## config.mk

```make
export PLATFORM = sky130hd
export DESIGN_NAME = time_set_ctrl
export DESIGN_NICKNAME = d
export VERILOG_FILES = /design/src/rtl/time_set_pkg.sv /design/src/rtl/key_debounce.sv /design/src/rtl/time_set_ctrl.sv
export SDC_FILE = /design/constraint.sdc
export NUM_CORES = 1
export LEC_CHECK = 0
export ABC_CLOCK_PERIOD_IN_PS = 3000
export BUFFER_PORTS_ARGS = -buffer_cell sky130_fd_sc_hd__buf_2
export CAP_MARGIN = 30
export CORE_AREA = 4 4 123 125
export CTS_BUF_LIST = sky130_fd_sc_hd__clkbuf_4 sky130_fd_sc_hd__clkbuf_8
export CTS_CLUSTER_DIAMETER = 100
export DETAILED_ROUTE_END_ITERATION = 8
export DIE_AREA = 0 0 127 129
export PLACE_DENSITY = 0.58
export SLEW_MARGIN = 10
export SYNTH_ARGS = -nofsm -noshare
export SYNTH_HDL_FRONTEND = slang
export SYNTH_HIERARCHICAL = 1
export SYNTH_SLANG_ARGS = --single-unit
```

## constraint.sdc

```tcl
create_clock -name i_clk -period 3 [get_ports i_clk]
set_input_delay 0.3 -clock i_clk [delete_from_list [all_inputs] [get_ports i_clk]]
set_output_delay 0.3 -clock i_clk [all_outputs]
set_load 0.03 [all_outputs]
```

## src/rtl/time_set_pkg.sv

```systemverilog
// Shared state encoding, BCD limits and BCD increment helper for the time-set controller.
package time_set_pkg;

  typedef enum logic [1:0] {
    RUN      = 2'd0,
    SET_HOUR = 2'd1,
    SET_MIN  = 2'd2
  } state_e;

  localparam logic [7:0] HOUR_MAX = 8'h23;
  localparam logic [7:0] MIN_MAX  = 8'h59;

  // Two-digit BCD increment; anything at or above the limit wraps to 00, a stray low digit carries.
  function automatic logic [7:0] bcdInc(input logic [7:0] val, input logic [7:0] max);
    logic [7:0] res;
    if (val >= max)
      res = 8'h00;
    else if (val[3:0] >= 4'd9)
      res = {val[7:4] + 4'd1, 4'h0};
    else
      res = {val[7:4], val[3:0] + 4'd1};
    return res;
  endfunction

endpackage

```

## src/rtl/key_debounce.sv

```systemverilog
// One active-low key: 2-FF synchronizer, counting debouncer and single-cycle press pulse.
module key_debounce #(
  parameter int DEB_CYCLES = 1_000_000
) (
  input  logic clk_i,
  input  logic rst_ni,
  input  logic key_i,
  output logic press_o
);

  localparam int CW = (DEB_CYCLES > 1) ? $clog2(DEB_CYCLES) : 1;
  localparam logic [CW-1:0] CNT_LAST = CW'(DEB_CYCLES - 1);

  logic [1:0]    sync_q, sync_d;
  logic          stable_q, stable_d;
  logic          stableDly_q, stableDly_d;
  logic          armed_q, armed_d;
  logic [CW-1:0] debCnt_q, debCnt_d;
  logic [CW-1:0] armCnt_q, armCnt_d;
  logic          sample;

  assign sample = sync_q[1];

  // Presses only count once a released level has been seen for a full debounce window,
  // so a key held across reset stays silent until it is released and pressed again.
  always_comb begin
    sync_d      = {sync_q[0], key_i};
    stableDly_d = stable_q;
    stable_d    = stable_q;
    debCnt_d    = '0;
    if (sample != stable_q) begin
      if (debCnt_q == CNT_LAST)
        stable_d = sample;
      else
        debCnt_d = debCnt_q + CW'(1);
    end
    armed_d  = armed_q;
    armCnt_d = '0;
    if (!armed_q && sample) begin
      if (armCnt_q == CNT_LAST)
        armed_d = 1'b1;
      else
        armCnt_d = armCnt_q + CW'(1);
    end
  end

  always_ff @(posedge clk_i or negedge rst_ni) begin
    if (!rst_ni) begin
      sync_q      <= 2'b11;
      stable_q    <= 1'b1;
      stableDly_q <= 1'b1;
      armed_q     <= 1'b0;
      debCnt_q    <= '0;
      armCnt_q    <= '0;
    end else begin
      sync_q      <= sync_d;
      stable_q    <= stable_d;
      stableDly_q <= stableDly_d;
      armed_q     <= armed_d;
      debCnt_q    <= debCnt_d;
      armCnt_q    <= armCnt_d;
    end
  end

  assign press_o = armed_q & stableDly_q & ~stable_q;

endmodule

```

## src/rtl/time_set_ctrl.sv

```systemverilog
// Clock time-set controller: RUN / SET_HOUR / SET_MIN with BCD shadow registers and a load pulse.
// Optional digit blinking while setting is enabled by defining TIME_SET_BLINK_EN.
module time_set_ctrl
  import time_set_pkg::*;
#(
  parameter int DEB_CYCLES = 1_000_000,
  parameter int BLINK_HALF = 25_000_000
) (
  input  logic       i_clk,
  input  logic       i_rst_n,
  input  logic       i_key_mode,
  input  logic       i_key_inc,
  input  logic [3:0] i_hour1,
  input  logic [3:0] i_hour0,
  input  logic [3:0] i_min1,
  input  logic [3:0] i_min0,
  output logic       o_run,
  output logic       o_load,
  output logic [3:0] o_hour1,
  output logic [3:0] o_hour0,
  output logic [3:0] o_min1,
  output logic [3:0] o_min0,
  output logic [3:0] o_blank
);

  if (DEB_CYCLES < 1 || BLINK_HALF < 1) begin : g_param_check
    $error("time_set_ctrl: DEB_CYCLES and BLINK_HALF must be positive");
  end

  state_e     state_q, state_d;
  logic [7:0] hour_q, hour_d;
  logic [7:0] min_q, min_d;
  logic       load_q, load_d;
  logic       modeEv, incEv;

  key_debounce #(.DEB_CYCLES(DEB_CYCLES)) u_key_mode (
    .clk_i   (i_clk),
    .rst_ni  (i_rst_n),
    .key_i   (i_key_mode),
    .press_o (modeEv)
  );

  key_debounce #(.DEB_CYCLES(DEB_CYCLES)) u_key_inc (
    .clk_i   (i_clk),
    .rst_ni  (i_rst_n),
    .key_i   (i_key_inc),
    .press_o (incEv)
  );

  // Mode is checked before inc so a simultaneous inc is dropped.
  always_comb begin
    state_d = state_q;
    hour_d  = hour_q;
    min_d   = min_q;
    load_d  = 1'b0;
    unique case (state_q)
      RUN: begin
        if (modeEv) begin
          state_d = SET_HOUR;
          hour_d  = {i_hour1, i_hour0};
          min_d   = {i_min1, i_min0};
        end
      end
      SET_HOUR: begin
        if (modeEv)
          state_d = SET_MIN;
        else if (incEv)
          hour_d = bcdInc(hour_q, HOUR_MAX);
      end
      SET_MIN: begin
        if (modeEv) begin
          state_d = RUN;
          load_d  = 1'b1;
        end else if (incEv) begin
          min_d = bcdInc(min_q, MIN_MAX);
        end
      end
      default: state_d = RUN;
    endcase
  end

  always_ff @(posedge i_clk or negedge i_rst_n) begin
    if (!i_rst_n) begin
      state_q <= RUN;
      hour_q  <= 8'h00;
      min_q   <= 8'h00;
      load_q  <= 1'b0;
    end else begin
      state_q <= state_d;
      hour_q  <= hour_d;
      min_q   <= min_d;
      load_q  <= load_d;
    end
  end

  assign o_run   = (state_q == RUN);
  assign o_load  = load_q;
  assign o_hour1 = hour_q[7:4];
  assign o_hour0 = hour_q[3:0];
  assign o_min1  = min_q[7:4];
  assign o_min0  = min_q[3:0];

`ifdef TIME_SET_BLINK_EN
  localparam int BW = (BLINK_HALF > 1) ? $clog2(BLINK_HALF) : 1;
  localparam logic [BW-1:0] BLINK_LAST = BW'(BLINK_HALF - 1);

  logic [BW-1:0] blinkCnt_q, blinkCnt_d;
  logic          phase_q, phase_d;

  // Any state change restarts the blink with the digits visible.
  always_comb begin
    blinkCnt_d = blinkCnt_q + BW'(1);
    phase_d    = phase_q;
    if (state_d != state_q) begin
      blinkCnt_d = '0;
      phase_d    = 1'b1;
    end else if (blinkCnt_q == BLINK_LAST) begin
      blinkCnt_d = '0;
      phase_d    = ~phase_q;
    end
  end

  always_ff @(posedge i_clk or negedge i_rst_n) begin
    if (!i_rst_n) begin
      blinkCnt_q <= '0;
      phase_q    <= 1'b1;
    end else begin
      blinkCnt_q <= blinkCnt_d;
      phase_q    <= phase_d;
    end
  end

  always_comb begin
    o_blank = 4'b0000;
    if (!phase_q) begin
      if (state_q == SET_HOUR)
        o_blank = 4'b1100;
      else if (state_q == SET_MIN)
        o_blank = 4'b0011;
    end
  end
`else
  assign o_blank = 4'b0000;
`endif

endmodule
```

==> results of run 1 <==
state kept, by name, summed over array words and instances (netlist names), 2 cells and up:
register             count
u_key_inc/sync_q         2
u_key_inc/armCnt_q      20
min_q                    8
u_key_inc/debCnt_q      20
state_q                  2
u_key_mode/armCnt_q     20
u_key_mode/debCnt_q     20
u_key_mode/sync_q        2
hour_q                   8
metal layers:
layer	vias up	wire, microns	track usage
li1	2063	-	-
met1	2064	5190	0.176
met2	61	5130	0.236
met3	12	334	0.0237
met4	0	189	0.0631
met5	-	0	0
cell type report:
cell class	count	area, sq um
tap	180	225
timing repair buffer	43	253
multi-input combinational	419	2650
fill	1368	7700
clock buffer	9	124
inverter	28	105
clock inverter	7	83.8
sequential	109	2740
power by group:
group,internal (mW),switching (mW)
clock,0.399,0.528
sequential,1.49,0.0152
combinational,0.0339,0.0702
total,1.92,0.613
kinds of logic after synthesis:
kind of cell,after synthesis,synth area share
AND/OR/NAND/NOR,262,0.238
flip-flops,109,0.492
AO/OA/AOI/OAI,64,0.0820
XOR/XNOR,62,0.0975
buffers and inverters,42,0.0348
adder cells (fa/ha/maj),14,0.0315
multiplexers,13,0.0240
other,1,0.000674
worst max-delay path, delay by kind of cell (launching register included):
kind            cells  cell delay [ns]
flops               1             0.40
simple gates        3             1.05
fa+ha+maj           1             0.20
compound gates      1             0.59
worst max-delay path by stage:
stage,cells after the start,slack (ns),end
floorplan,6,0.70,min_q[4]$_DFFE_PN0P_
global placement,6,0.73,min_q[4]$_DFFE_PN0P_
detailed placement,5,0.63,u_key_mode/armCnt_q[10]$_DFF_PN0_
CTS,5,0.62,u_key_mode/armCnt_q[12]$_DFF_PN0_
global route,5,0.46,u_key_inc/armCnt_q[10]$_DFF_PN0_
finish,5,0.62,u_key_mode/armCnt_q[12]$_DFF_PN0_
placed cells by master (no fill, tap or decap), types with 3 or more instances in the layout:
cell type | netlist | routed
and2_1 | 3 | 3
nor2_1 | 100 | 100
inv_1 | 28 | 28
ha_1 | 14 | 14
nand3b_1 | 4 | 4
clkinv_4 | 0 | 3
or4_1 | 4 | 4
a211oi_1 | 4 | 4
nor4b_1 | 4 | 4
nor4_1 | 22 | 22
xor2_1 | 6 | 6
nand2_1 | 25 | 25
and3_1 | 5 | 5
o211ai_1 | 3 | 3
buf_4 | 4 | 3
mux2i_1 | 10 | 10
a22o_1 | 3 | 3
buf_2 | 5 | 36
o21ai_0 | 18 | 18
nand2b_1 | 10 | 10
nor3_1 | 23 | 23
a2bb2oi_1 | 5 | 5
xnor2_1 | 56 | 56
dfrtp_1 | 101 | 101
clkbuf_8 | 0 | 9
nor2b_1 | 3 | 3
nand4_1 | 19 | 19
conb_1 | 1 | 4
dlygate4sd3_1 | 0 | 3
a21oi_1 | 11 | 11
dfstp_2 | 8 | 8
nand3_1 | 29 | 29
==> metrics.yaml, run 1 <==
cts:
  cts_max_level: 3
  clk_pin_slew_ns: 0.10
  clock-sinks: 109
  cts_max_path_buffers: 2
  clock_latency_ns: 0.38
  cts_resized: 0
  cts_tree: "done"
  cts-root-buf: "clkbuf_8"
  post_cts_buffers: 0
  cts_hold_buffers: 3
  cts_made_buffers: 9
placed_design:
  dp.cells: 776
  port_buffers: 37
  dp.final_hpwl_microns: 7550
  place_ws_ns: 0.631
  dpl_cell_area_sq_um: 5940
  gp_congestion: 0.827
synthesis:
  synthTopCellsByArea: "dfrtp_1 (45%), xnor2_1 (8.8%), nor2_1 (6.7%), dfstp_2 (3.8%), ha_1 (3.1%)"
  synth_seq_area_share: 0.492
  synth_top_area_share: 0.454
  ys_types: 54
  yosys_warnings: 6
  synth-async-reset-ratio: 1.00
  synth_cells: 567
  yosys.area.top_type: "dfrtp_1"
  synth_flop_cell: "dfrtp_1"
  yosys-top-cells-count: "dfrtp_1 (101), nor2_1 (100), xnor2_1 (56), nand3_1 (29), inv_1 (28)"
  synth_edf_count: 0
  ys_ff_latch: 109
  syn-mean-instance-area_sq_um: 9.82
  syn_area_sq_um: 5570
  yosysMostFrequentCell: "dfrtp_1"
sta:
  drv_slew: 0
  setup_viol: 0
  relSlewSlack: 0.518
  setup_tns_ns: 0
  finClkSkew_ns: 0.0110
  hold_violations: 0
  holdWs_ns: 0.145
  worst_pin_slew_ns: 0.723
  layout_min_cycle_time_ns: 2.38
  fmax_mhz: 420
  period_share: 0.793
  worst_slack_ns: 0.622
  rsz0062_at_grt: "false"
floorplan:
  boundaryPins: 42
  start_util: 0.401
  core_region_area_sq_um: 13900
  die-area_sq_um: 16400
  die_w_microns: 127
  row_count: 43
  dieHeight_microns: 129
route:
  totalWireLength_microns: 10800
  post-route-drc-count: 0
  drtPass1Iterations: 5
  vias: 4200
  final_antenna_net_count: 0
  wl_per_cell_microns: 13.6
  drt_iter0_markers: 116
  viasPerCell: 5.28
power_and_ir_drop:
  total_power_mw: 2.53
  p_leak_nw: 2.48
  ir_drop_uv: 200
  p_per_area_nw_per_um2: 410
critical_path:
  crit_arrival_ns: 2.62
  crit_path_top_delay_cell: "or4_1"
  r2r-start: "u_key_mode/armCnt_q[0]$_DFF_PN0_"
  crit_path_max_fanout: 17
  cp_slowest_stage_delay_ns: 0.65
  critical_path.startpoint: "u_key_mode/armCnt_q[0]$_DFF_PN0_"
  reg2reg_to: "u_key_mode/armCnt_q[12]$_DFF_PN0_"
  critPathKind: "reg2reg"
  worstRegToRegCells: 5
  crit_chain: "ha_1 -> nand3_1 -> or4_1 -> o21ai_2 -> nor2_1"
  critPathRequiredTime_ns: 3.24
  rrSetupSlack_ns: 0.62
  end_kind: "register"
  start_kind: "register"
hold_path:
  min_from: "i_hour1[2]"
  min_to: "hour_q[6]$_DFFE_PN0P_"
  hold_class: "in2reg"
  hold_depth: 3
cells_and_area:
  antennaDiodeCount: 0
  area_growth_pct: 10.9
  drive_gt1_frac: 0.125
  final_cell_area_sq_um: 6180
  final_nets: 644
  fin_util: 0.445
  fin_cells: 795
global_routing:
  antenna_found_initial: 0
  gr-usage-all-layers: 0.139
  grt_pass1_wl_microns: 19000
  first_global_vias: 4238
  gr-total-overflow: 0
  grt_max_degree: 56
flow_run:
  max-cap-violations: 0
run_status:
  outcome: "complete, no violations"
Note: power is estimated with default switching activity, not from simulation.
==> run 2, diff against run 1 <==
--- a/config.mk
+++ b/config.mk
@@ -5,7 +5,7 @@
 export SDC_FILE = /design/constraint.sdc
 export NUM_CORES = 1
 export LEC_CHECK = 0
-export ABC_CLOCK_PERIOD_IN_PS = 3000
+export ABC_CLOCK_PERIOD_IN_PS = 2400
 export BUFFER_PORTS_ARGS = -buffer_cell sky130_fd_sc_hd__buf_2
 export CAP_MARGIN = 30
 export CORE_AREA = 4 4 123 125
==> constraint.sdc (replaced) <==
create_clock -name i_clk -period 2.4 [get_ports i_clk]
set_input_delay 0.24 -clock i_clk [delete_from_list [all_inputs] [get_ports i_clk]]
set_output_delay 0.24 -clock i_clk [all_outputs]
set_load 0.03 [all_outputs]
==> run 2 against run 1 <==
  * Die area unchanged
  * Sequential cell count stayed put
  * Cell area is 1.3% higher
  * Sequential share of layout area shrank 0.55 points
  * First-iteration DRC count rose by 73%
  * Worst setup slack got worse by 0.50 ns
  * Via count fell by 0.48%
  * Critical path depth grew 1
  * Routed wire length about the same
  * Non-clock buffer count grew 12
  * Final cell count increased by 1.5%
  * Largest cell class unchanged
==> metrics.yaml, run 2 (synthesized netlist as in run 1, its figures left out) <==
placed_design:
  port_buffers: 37
  dp.cells: 788
  place_ws_ns: 0.138
  dp.final_hpwl_microns: 7670
  gp_congestion: 0.820
  dpl_cell_area_sq_um: 6030
cts:
  clk_pin_slew_ns: 0.11
  cts-root-buf: "clkbuf_8"
  cts_made_buffers: 9
  cts_max_path_buffers: 2
  cts_tree: "done"
  clock-sinks: 109
  cts_max_level: 3
  post_cts_buffers: 0
  clock_latency_ns: 0.39
global_routing:
  antenna_found_initial: 0
  first_global_vias: 4248
  gr-usage-all-layers: 0.143
  grt_max_degree: 52
  gr-total-overflow: 0
  grt_pass1_wl_microns: 19300
sta:
  drv_slew: 0
  layout_min_cycle_time_ns: 2.27
  relSlewSlack: 0.579
  worst_pin_slew_ns: 0.625
  rsz0062_at_grt: "false"
  finClkSkew_ns: 0.0134
  fmax_mhz: 440
  holdWs_ns: 0.0889
  hold_violations: 0
  worst_slack_ns: 0.127
  period_share: 0.947
  setup_tns_ns: 0
  setup_viol: 0
critical_path:
  critPathRequiredTime_ns: 2.69
  crit_arrival_ns: 2.56
  crit_path_top_delay_cell: "a2111o_1"
  critical_path.startpoint: "min_q[1]$_DFFE_PN0P_"
  reg2reg_to: "min_q[4]$_DFFE_PN0P_"
  cp_slowest_stage_delay_ns: 0.55
  crit_path_max_fanout: 8
  worstRegToRegCells: 6
  crit_path_end: "min_q[4]$_DFFE_PN0P_"
  end_kind: "register"
  r2r-start: "min_q[1]$_DFFE_PN0P_"
  rrSetupSlack_ns: 0.13
  start_kind: "register"
  critPathKind: "reg2reg"
  crit_chain: "inv_1 -> ha_1 -> or3b_1 -> a2111o_1 -> nand2_1 -> mux2_1"
hold_path:
  hold_class: "in2reg"
  hold_depth: 3
route:
  post-route-drc-count: 0
  drtPass1Iterations: 4
  viasPerCell: 5.18
  totalWireLength_microns: 10800
  wl_per_cell_microns: 13.4
  final_antenna_net_count: 0
  vias: 4180
  drt_iter0_markers: 201
floorplan:
  boundaryPins: 42
  die-area_sq_um: 16400
  core_region_area_sq_um: 13900
  start_util: 0.401
  dieHeight_microns: 129
  die_w_microns: 127
  row_count: 43
cells_and_area:
  antennaDiodeCount: 0
  final_cell_area_sq_um: 6250
  fin_cells: 807
  fin_util: 0.451
  area_growth_pct: 12.3
  drive_gt1_frac: 0.142
  final_nets: 656
  layout_common_cells: "dfrtp_1 (101), nor2_1 (100), xnor2_1 (56)"
  layout_commonest_cell: "dfrtp_1"
power_and_ir_drop:
  p_per_area_nw_per_um2: 498
  ir_drop_uv: 390
  total_power_mw: 3.11
  p_leak_nw: 2.54
flow_run:
  max-cap-violations: 0
run_status:
  outcome: "complete, no violations"
-- run 2: what timing repair did --
action,CTS,global route
hold buffers,3,0
resized for setup,0,0
endpoints found under the hold margin,35,0
-- run 2: cell type report --
type / instances / area [sq um]
clock buffers: 10 / 138
clock inverters: 6 / 57.6
fillers: 1373 / 7630
inverters: 28 / 105
multi-input cells: 419 / 2650
flip-flops and latches: 109 / 2740
well taps: 180 / 225
repair buffers: 55 / 343
-- run 2: metal layers --
layer,part of all wire,GRT usage
met1,0.48,0.188
met2,0.47,0.233
met3,0.041,0.0428
met4,0.0093,0.0366
met5,0,0
-- run 2: how the worst min path moves through the flow --
stage	startpoint	endpoint	slack (ns)
CTS	i_hour1[3]	hour_q[7]$_DFFE_PN0P_	0.06
finish	i_min1[3]	min_q[7]$_DFFE_PN0P_	0.09
detailed placement	i_rst_n	u_key_mode/armCnt_q[4]$_DFF_PN0_	0.25
global route	i_hour1[3]	hour_q[7]$_DFFE_PN0P_	0.05
global placement	i_rst_n	u_key_mode/armCnt_q[4]$_DFF_PN0_	0.24
floorplan	i_rst_n	hour_q[0]$_DFFE_PN0P_	-0.06
-- run 2: critical path, delay by kind of cell (launching register included) --
| kind | cells | cell delay (ns) |
|---|---|---|
| buffers and inverters | 1 | 0.09 |
| multiplexers | 1 | 0.33 |
| flip-flops | 1 | 0.44 |
| adder cells (fa/ha/maj) | 1 | 0.18 |
| AO/OA/AOI/OAI | 1 | 0.55 |
| AND/OR/NAND/NOR | 2 | 0.58 |
-- run 2: power breakdown --
part	internal (mW)	leakage [nW]	switching [mW]
combinational	0.0463	1.01	0.0882
sequential	1.86	1.43	0.0178
clock	0.434	0.102	0.669
total	2.34	2.54	0.775
==> run 3, diff against run 2 <==
--- a/config.mk
+++ b/config.mk
@@ -6,14 +6,13 @@
 export NUM_CORES = 1
 export LEC_CHECK = 0
 export ABC_CLOCK_PERIOD_IN_PS = 2400
-export BUFFER_PORTS_ARGS = -buffer_cell sky130_fd_sc_hd__buf_2
 export CAP_MARGIN = 30
 export CORE_AREA = 4 4 123 125
 export CTS_BUF_LIST = sky130_fd_sc_hd__clkbuf_4 sky130_fd_sc_hd__clkbuf_8
 export CTS_CLUSTER_DIAMETER = 100
 export DETAILED_ROUTE_END_ITERATION = 8
 export DIE_AREA = 0 0 127 129
-export PLACE_DENSITY = 0.58
+export DONT_BUFFER_PORTS = 1
 export SLEW_MARGIN = 10
 export SYNTH_ARGS = -nofsm -noshare
 export SYNTH_HDL_FRONTEND = slang
==> run 3 against run 2 <==
  * The flow now finishes with violations (negative hold slack)
  * Sequential power barely moved
  * First-iteration DRC count is 10% higher
  * Register-to-register slack better by 0.09 ns
==> metrics.yaml, run 3 (synthesized netlist as in run 1, its figures left out) <==
run_status:
  outcome: "finished with violations"
  violations: "negative hold slack"
sta:
  drv_slew: 0
  worst_pin_slew_ns: 0.661
  setup_viol: 0
  finClkSkew_ns: 0.00670
  period_share: 0.911
  rsz0062_at_grt: "false"
  hold_violations: 109
  fmax_mhz: 457
  setup_tns_ns: 0
  layout_min_cycle_time_ns: 2.19
  worst_slack_ns: 0.214
  relSlewSlack: 0.555
  holdWs_ns: -0.454
critical_path:
  crit_path_end: "u_key_inc/debCnt_q[6]$_DFF_PN0_"
  crit_buf_inv: 0
  crit_chain: "or4_1 -> or4_4 -> o21ai_4 -> nor2_1"
  critPathKind: "reg2reg"
  end_kind: "register"
  crit_arrival_ns: 2.44
  crit_path_max_fanout: 17
  start_kind: "register"
  cp.depth: 4
  critPathRequiredTime_ns: 2.66
  r2r-start: "u_key_inc/debCnt_q[12]$_DFF_PN0_"
  crit_path_top_delay_cell: "or4_1"
  worstRegToRegCells: 4
  cp_slowest_stage_delay_ns: 0.54
  critical_path.startpoint: "u_key_inc/debCnt_q[12]$_DFF_PN0_"
  critPathTopFamily: "simple AND/OR/NAND/NOR gates"
  reg2reg_to: "u_key_inc/debCnt_q[6]$_DFF_PN0_"
  rrSetupSlack_ns: 0.21
floorplan:
  core_region_area_sq_um: 13900
  die-area_sq_um: 16400
  dieHeight_microns: 129
  boundaryPins: 42
  row_count: 43
  start_util: 0.401
  die_w_microns: 127
placed_design:
  gp_congestion: 0.870
  dp.final_hpwl_microns: 7280
  place_ws_ns: 0.217
  port_buffers: 0
  dp.cells: 753
cells_and_area:
  final_nets: 624
  layout_common_cells: "dfrtp_1 (101), nor2_1 (100), xnor2_1 (56)"
  area_growth_pct: 9.53
  drive_gt1_frac: 0.0908
  fin_cells: 775
  layout_commonest_cell: "dfrtp_1"
  antennaDiodeCount: 0
cts:
  cts_tree: "done"
  cts_max_path_buffers: 2
  cts_hold_buffers: 6
  cts-root-buf: "clkbuf_8"
  clock-sinks: 109
  cts_max_level: 3
  clock_latency_ns: 0.38
  cts_made_buffers: 9
  clk_pin_slew_ns: 0.10
  post_cts_buffers: 0
route:
  wl_per_cell_microns: 13.7
  viasPerCell: 5.32
  final_antenna_net_count: 0
  post-route-drc-count: 0
  totalWireLength_microns: 10700
  drtPass1Iterations: 4
  drt_iter0_markers: 221
  vias: 4123
global_routing:
  first_global_vias: 4229
  gr-total-overflow: 0
  grt_max_degree: 110
  gr-usage-all-layers: 0.139
  grt_pass1_wl_microns: 19100
  antenna_found_initial: 0
power_and_ir_drop:
  total_power_mw: 3.07
  p_per_area_nw_per_um2: 504
  ir_drop_uv: 419
  p_leak_nw: 2.41
hold_path:
  hold_class: "in2async"
flow_run:
  max-cap-violations: 0
## run 3: what timing repair did
action / in CTS / in global routing
endpoints found under the hold margin: 115 / 109
setup endpoints to repair: 0 / 0
resized for setup: 0 / 0
## run 3: power by group
group	leakage (nW)	internal (mW)	switching [mW]	total [mW]
Combinational	0.887	0.0343	0.0498	0.0841
Sequential	1.43	1.86	0.0177	1.88
Clock	0.0957	0.492	0.621	1.11
Total	2.41	2.38	0.689	3.07
## run 3: worst min-delay path by stage
| stage | start | endpoint | slack [ns] |
|---|---|---|---|
| 5_1_grt | i_rst_n | u_key_mode/debCnt_q[15]$_DFF_PN0_ | -0.50 |
| 6_report | i_rst_n | hour_q[0]$_DFFE_PN0P_ | -0.45 |
| 3_3_place_gp | i_rst_n | u_key_inc/armCnt_q[9]$_DFF_PN0_ | -0.05 |
| 3_5_place_dp | i_rst_n | hour_q[0]$_DFFE_PN0P_ | -0.05 |
| 4_1_cts | i_rst_n | u_key_inc/armCnt_q[7]$_DFF_PN0_ | -0.49 |
| 2_1_floorplan | i_rst_n | hour_q[0]$_DFFE_PN0P_ | -0.06 |
## run 3: worst register-to-register path, stage by stage (launching register included)
cell     delay (ns)
dfrtp_1        0.45
or4_1          0.54
or4_4          0.53
o21ai_4        0.42
nor2_1         0.12
## run 3: through the flow
| stage | cell area (sq um) | util | hold WS, ns |
|---|---|---|---|
| final | 6100 | 0.439 | -0.454 |
| after global routing | 6100 | 0.439 | -0.501 |
| after CTS | 6100 | 0.439 | -0.486 |
| after detailed placement | 5840 | 0.421 | -0.0503 |
| after global placement | 5840 | 0.421 | -0.0493 |
| after floorplan | 5580 | - | -0.0556 |
## run 3: area by class of cell
type,count,area [sq um]
Clock inverter,6,63.8
Tap cell,180,225
Sequential cell,109,2740
Inverter,28,105
Fill cell,1330,7780
Timing Repair Buffer,23,188
Multi-Input combinational cell,419,2650
Clock buffer,10,131
## run 3: routing by layer
layer	part of all wire	track usage	vias up
met5	0	0	-
met4	0.0088	0.0397	0
met3	0.048	0.0465	7
met2	0.49	0.239	63
met1	0.45	0.168	2035
li1	-	-	2018
